File: config.mk
export PLATFORM = sky130hd
export DESIGN_NAME = hex_scan_display
export DESIGN_NICKNAME = d
export VERILOG_FILES = /design/src/rtl/hex_scan_display.sv
export SDC_FILE = /design/constraint.sdc
export NUM_CORES = 1
export LEC_CHECK = 0
export ABC_AREA = 1
export CAP_MARGIN = 20
export CORE_ASPECT_RATIO = 1.1
export CORE_MARGIN = 2
export CORE_UTILIZATION = 35
export DETAILED_ROUTE_END_ITERATION = 8
export MAX_ROUTING_LAYER = met4
export PLACE_DENSITY = 0.57
export RECOVER_POWER = 50
export SYNTH_ARGS = -nofsm -noshare
export SYNTH_HDL_FRONTEND = slang
export SYNTH_SLANG_ARGS = --single-unit
File: constraint.sdc
create_clock -name wb_clk_i -period 2.3 [get_ports wb_clk_i]
set_input_delay 0.23 -clock wb_clk_i [delete_from_list [all_inputs] [get_ports wb_clk_i]]
set_output_delay 0.23 -clock wb_clk_i [all_outputs]
set_load 0.01 [all_outputs]
File: src/rtl/hex_scan_display.sv
// Multiplexed hex 7-segment scanner with per-frame shadow latch and inter-digit blanking.
// Optional HEX_SCAN_LEADING_ZERO_BLANK_EN suppresses leading-zero digits during SHOW.
module hex_scan_display #(
  parameter int BITS         = 16,
  parameter int DIGITS       = 4,
  parameter int PRESCALE     = 1024,
  parameter int BLANK_CYCLES = 16
) (
  input  logic              wb_clk_i,
  input  logic              wb_rst_n_i,
  input  logic              enable_i,
  input  logic [BITS-1:0]   value_i,
  input  logic              value_valid_i,
  output logic [6:0]        seg_out,
  output logic [6:0]        seg_oeb,
  output logic [DIGITS-1:0] dig_out,
  output logic [DIGITS-1:0] dig_oeb,
  output logic              frame_o
);

  localparam int IW = (DIGITS > 1) ? $clog2(DIGITS) : 1;
  localparam int PW = $clog2(PRESCALE);
  localparam int NW = DIGITS * 4;

  typedef enum logic [1:0] {
    IDLE,
    BLANK,
    SHOW
  } state_t;

  state_t            r_state;
  state_t            w_state_n;
  logic [PW-1:0]     r_pre;
  logic [PW-1:0]     w_pre_n;
  logic [IW-1:0]     r_idx;
  logic [IW-1:0]     w_idx_n;
  logic [BITS-1:0]   r_pend;
  logic [BITS-1:0]   r_shadow;
  logic [BITS-1:0]   w_shadow_n;
  logic              w_load;
  logic [NW-1:0]     w_pad;
  logic [3:0]        w_nib;
  logic              w_hide;
  logic [6:0]        w_glyph;
  logic [6:0]        w_seg_n;
  logic [6:0]        w_seg_oeb_n;
  logic [DIGITS-1:0] w_dig_n;
  logic [DIGITS-1:0] w_dig_oeb_n;

  function automatic logic [6:0] glyph(input logic [3:0] n);
    logic [6:0] g;
    case (n)
      4'h0:    g = 7'h3F;
      4'h1:    g = 7'h06;
      4'h2:    g = 7'h5B;
      4'h3:    g = 7'h4F;
      4'h4:    g = 7'h66;
      4'h5:    g = 7'h6D;
      4'h6:    g = 7'h7D;
      4'h7:    g = 7'h07;
      4'h8:    g = 7'h7F;
      4'h9:    g = 7'h6F;
      4'hA:    g = 7'h77;
      4'hB:    g = 7'h7C;
      4'hC:    g = 7'h39;
      4'hD:    g = 7'h5E;
      4'hE:    g = 7'h79;
      default: g = 7'h71;
    endcase
    return g;
  endfunction

  always_comb begin
    w_state_n = r_state;
    w_pre_n   = r_pre;
    w_idx_n   = r_idx;
    w_load    = 1'b0;
    if (!enable_i) begin
      w_state_n = IDLE;
      w_pre_n   = '0;
      w_idx_n   = '0;
    end else begin
      unique case (r_state)
        IDLE: begin
          w_state_n = BLANK;
          w_pre_n   = '0;
          w_idx_n   = '0;
          w_load    = 1'b1;
        end
        BLANK: begin
          w_pre_n = r_pre + PW'(1);
          if (r_pre == PW'(BLANK_CYCLES - 1)) begin
            w_state_n = SHOW;
          end
        end
        SHOW: begin
          if (r_pre == PW'(PRESCALE - 1)) begin
            w_pre_n   = '0;
            w_state_n = BLANK;
            if (r_idx == IW'(DIGITS - 1)) begin
              w_idx_n = '0;
              w_load  = 1'b1;
            end else begin
              w_idx_n = r_idx + IW'(1);
            end
          end else begin
            w_pre_n = r_pre + PW'(1);
          end
        end
        default: begin
          w_state_n = IDLE;
          w_pre_n   = '0;
          w_idx_n   = '0;
        end
      endcase
    end
  end

  // A strobe on the load cycle bypasses pending so it is not lost for a frame
  always_comb begin
    w_shadow_n = r_shadow;
    if (w_load) begin
      w_shadow_n = value_valid_i ? value_i : r_pend;
    end
  end

  always_comb begin
    w_pad            = '0;
    w_pad[BITS-1:0]  = w_shadow_n;
    w_nib            = w_pad[{w_idx_n, 2'b00} +: 4];
    w_glyph          = glyph(w_nib);
  end

`ifdef HEX_SCAN_LEADING_ZERO_BLANK_EN
  always_comb begin
    w_hide = 1'b0;
    for (int d = 1; d < DIGITS; d++) begin
      if (IW'(d) == w_idx_n) begin
        w_hide = ~|(w_pad >> (4 * d));
      end
    end
  end
`else
  assign w_hide = 1'b0;
`endif

  always_comb begin
    w_seg_n     = '0;
    w_seg_oeb_n = '1;
    w_dig_n     = '0;
    w_dig_oeb_n = '1;
    unique case (w_state_n)
      BLANK: begin
        w_seg_oeb_n = '0;
        w_dig_oeb_n = '0;
        w_seg_n     = w_glyph;
      end
      SHOW: begin
        w_seg_oeb_n = '0;
        w_dig_oeb_n = '0;
        if (!w_hide) begin
          w_seg_n = w_glyph;
          w_dig_n = DIGITS'(1) << w_idx_n;
        end
      end
      default: begin
        w_seg_n = '0;
      end
    endcase
  end

  always_ff @(posedge wb_clk_i) begin
    if (!wb_rst_n_i) begin
      r_state  <= IDLE;
      r_pre    <= '0;
      r_idx    <= '0;
      r_pend   <= '0;
      r_shadow <= '0;
      seg_out  <= '0;
      seg_oeb  <= '1;
      dig_out  <= '0;
      dig_oeb  <= '1;
      frame_o  <= 1'b0;
    end else begin
      r_state  <= w_state_n;
      r_pre    <= w_pre_n;
      r_idx    <= w_idx_n;
      r_shadow <= w_shadow_n;
      if (value_valid_i) begin
        r_pend <= value_i;
      end
      seg_out  <= w_seg_n;
      seg_oeb  <= w_seg_oeb_n;
      dig_out  <= w_dig_n;
      dig_oeb  <= w_dig_oeb_n;
      frame_o  <= w_load;
    end
  end

endmodule

==> metrics.md <==
| Metric | Value |
|---|---|
| Outcome | finished, violations left |
| Failing checks | setup timing |
| Worst hold path class | flip-flop to flip-flop |
| Total core area | 0.00828 sq mm |
| Die ar. | 0.00915 sq mm |
| Fin worst setup slack | -0.0442 ns |
| I/O Pins | 43 |
| Number of buffers added on ports | 42 |
| Post-Route WL | 6.56 mm |
| Pwr dens | slightly below 600 mW/mm^2 |
| Detail Route Antenna Nets | 0 |
| Setup tns final | -0.0911 ns |
| Pwr Total | 2.41 mW |
| Drt via density | 4.48 |
| Max stage delay on crit path | 0.35 ns |
| Leak | 1.87 nW |
| Fin crit share | 1.02 |
| Area grow syn2layout | 38.3% |
| Clk_lat worst skew | 0.34 ns |
| DR iter-0 viols | 59 |
| #FFs+latches synth | 59 |
| H-tree depth | 3 |
| Critical path class | flip-flop to flip-flop |
| Peak supply drop | 0.313 mV |
| Post-synthesis cell type count | 33 |
| Tmin final | 2.34 ns |
| Starting Density | 0.355 |
| Number of max-cap violations | 0 |
| Final hold vios | 0 |
| R2R depth | 17 |
| Rows | 35 |
| Die H | 100 um |
| Vias in the first global route | between 2,000 and 2,500 |
| Sequential area share after synthesis | 0.402 |
| Final nets | ~490 |
| Area share of the largest cell type after synthesis | 0.402 |
| Critical path required time | ~2.6 ns |
| Worst-path cell chain | ha_4 > nand2_4 > nor2_4 > nand4_1 > nand2_4 > nand2_8 > o21ai_1 > nand2_1 > nand3_2 > nand2_4 > buf_4 > ha_1 > inv_1 > nand2_1 > nand3_1 > nand2_1 > nor2_1 |
| Worst Hold Depth | 2 |
| Syn Std Cell Area | 0.00294 sq mm |
| Worst Setup End Kind | flip-flop |
| Gr usage total | 0.150 |
| Clock transition at the registers of the reported paths | roughly 0.06 ns |
| Remaining DRCs | 0 |
| Worst-margin pin slew | roughly 1.1 ns |
| Crit Path Max Fanout | 5 |
| Mean post-synth cell area | 7.58 sq um |
| R2r endpoint | seg_out[3] |
| Routed length per instance | 11.4 um |
| Pre-Repair DR Iteration Count | 4 |
| Clk sinks | 59 |
| Top post-synthesis cells by area | dfxtp_1 (40%), nand2_1 (11%), nor2_1 (7.7%) |
| Inserted Clock Buffers | 9 |
| Clk_skew | 0.00701 ns |
| Syn Nets | 422 |
| Worst slew margin | 0.247 |
| Die Wd | 91.4 um |
| Ys Warns | 0 |
| Share of layout cells above drive strength 1 | 0.240 |
| Count of final setup violators | 5 |
| CTS tree | yes |
| Initial antenna violation count | 0 |
| Antenna diodes | 0 |
| Worst Hold End | r_shadow[14] |
| Slowest CP cell | dfxtp_2 |
| Upper clock frequency limit | 427 MHz |
| Hold path start | r_shadow[14] |
| Via count | 2,571 |
| Ys async rst share | 0 |
| Gpl congestion | 0.917 |
| Final slew viol count | 0 |
| Top FF cell, synth | dfxtp_1 |
| Arr. time, crit path | 2.62 ns |
| RSZ-0062 raised after global routing | true |
| Largest net degree at the start of global routing | 28 |
| R2R setup slack | -0.04 ns |
| Startpoint types | flip-flop |
| Post-DP HPWL | 4.63 mm |
| Number of flops mapped to enable cells by yosys | 0 |
| First-pass GRT wire length | 10.6 mm |
| Leading area contributor after synthesis | dfxtp_1 |
| Clock Path Buffers | 2 |
| Grt ovf | 0 |
| Gate Count Post-Synth | 388 |
| R2R Path Start | r_pre[0] |
| CTS Root Cell | clkbuf_8 |
==> registers in the layout, indices dropped and copies added (netlist names) <==
name	flops
seg_oeb	1
seg_out	7
r_idx	2
dig_out	4
r_state	2
frame_o	1
r_pend	16
r_pre	10
r_shadow	16
==> power by group <==
| part | total (mW) | switching, mW | leakage, nW | internal [mW] |
|---|---|---|---|---|
| combinational | 0.417 | 0.226 | 1.29 | 0.192 |
| sequential | 1.09 | 0.0162 | 0.484 | 1.07 |
| clock | 0.911 | 0.381 | 0.0947 | 0.530 |
| total | 2.41 | 0.624 | 1.87 | 1.79 |
==> kinds of logic after synthesis <==
logic type	Yosys count	share of synthesized area
simple gates	210	0.332
fa+ha+maj	14	0.0596
buf+inv	63	0.104
xor+xnor	3	0.00894
mux	15	0.0511
flops	59	0.402
compound gates	24	0.0426
==> worst max path at each step <==
stage                             start          to  depth (start not counted)
after floorplan                r_pre[0]  seg_out[5]                         19
after global placement    value_valid_i  seg_out[5]                         14
after detailed placement       enable_i  seg_out[6]                         15
after CTS                      r_pre[1]  seg_out[5]                         19
after global routing           r_pre[0]  seg_out[3]                         17
final                          r_pre[0]  seg_out[3]                         17
==> per-layer routing <==
layer,routed length [um],share of wire,up-vias,track usage
met5,0,0,-,-
met4,167,0.025,0,0.0688
met3,212,0.032,15,0.0405
met2,3300,0.50,46,0.243
met1,2880,0.44,1159,0.174
li1,-,-,1351,-
==> synth_stat cells (2+ instances only) <==
| master | count |
|---|---|
| nand3b_1 | 4 |
| buf_4 | 11 |
| nor2_4 | 3 |
| nand3_1 | 26 |
| buf_6 | 3 |
| ha_1 | 14 |
| inv_1 | 39 |
| a21oi_1 | 9 |
| buf_2 | 3 |
| o21ai_1 | 10 |
| clkbuf_1 | 5 |
| nand3_4 | 2 |
| o21ai_0 | 3 |
| nand2_2 | 10 |
| nor3_1 | 2 |
| dfxtp_1 | 59 |
| nand2_1 | 87 |
| xor2_1 | 2 |
| nor3b_1 | 3 |
| nand2_4 | 3 |
| nor2_1 | 60 |
| nand4_1 | 5 |
| mux2i_1 | 15 |
==> repair_timing <==
item | 4_1_cts | 5_1_grt
gates resized for setup | 8 | 46
setup buffers | 3 | 7
hold buffers | 0 | 0
setup endpoints to repair | 7 | 8
cloned | 0 | 3
pin swaps | 5 | 16
==> cell type report <==
| type | instances | area (sq um) |
|---|---|---|
| Multi-Input combinational cell | 269 | 1690 |
| Clock inverter | 2 | 35.0 |
| Inverter | 41 | 159 |
| Timing Repair Buffer | 78 | 706 |
| Fill cell | 811 | 4210 |
| Sequential cell | 59 | 1180 |
| Tap cell | 111 | 139 |
| Clock buffer | 14 | 153 |
==> layout by cell type, fill, tap and decap left out, types with 5 or more instances in the layout <==
master	netlist	routed
a21oi_1	9	7
buf_4	11	31
clkbuf_1	5	6
clkbuf_8	0	10
clkdlybuf4s50_1	0	28
dfxtp_1	59	57
dlygate4sd3_1	0	13
ha_1	14	9
inv_1	39	35
mux2i_1	15	15
nand2_1	87	74
nand2_2	10	16
nand2_4	3	11
nand3_1	26	20
nand3_2	1	7
nand4_1	5	5
nor2_1	60	59
o21ai_2	0	5
==> critical path: cells and delay by family (launching register included) <==
kind | cells | cell delay [ns]
adders and majority gates | 2 | 0.35
buffers and inverters | 2 | 0.20
DFF | 1 | 0.35
AOI/OAI and AO/OA | 1 | 0.18
and+or+nand+nor | 12 | 1.18
==> through the flow <==
step | instances | utilization | worst slack (ns) | hold slack, ns | cell area [sq um]
2_1_floorplan | 388 | - | 0.00541 | 0.357 | 2960
3_3_place_gp | 545 | 0.431 | -0.0235 | 0.458 | 3570
3_5_place_dp | 545 | 0.431 | -0.0629 | 0.465 | 3570
4_1_cts | 564 | 0.460 | 0.0234 | 0.474 | 3810
5_1_grt | 574 | 0.491 | -0.258 | 0.499 | 4070
6_report | 574 | 0.491 | -0.0442 | 0.468 | 4070
No activity file was read; power rests on OpenSTA's default activity.
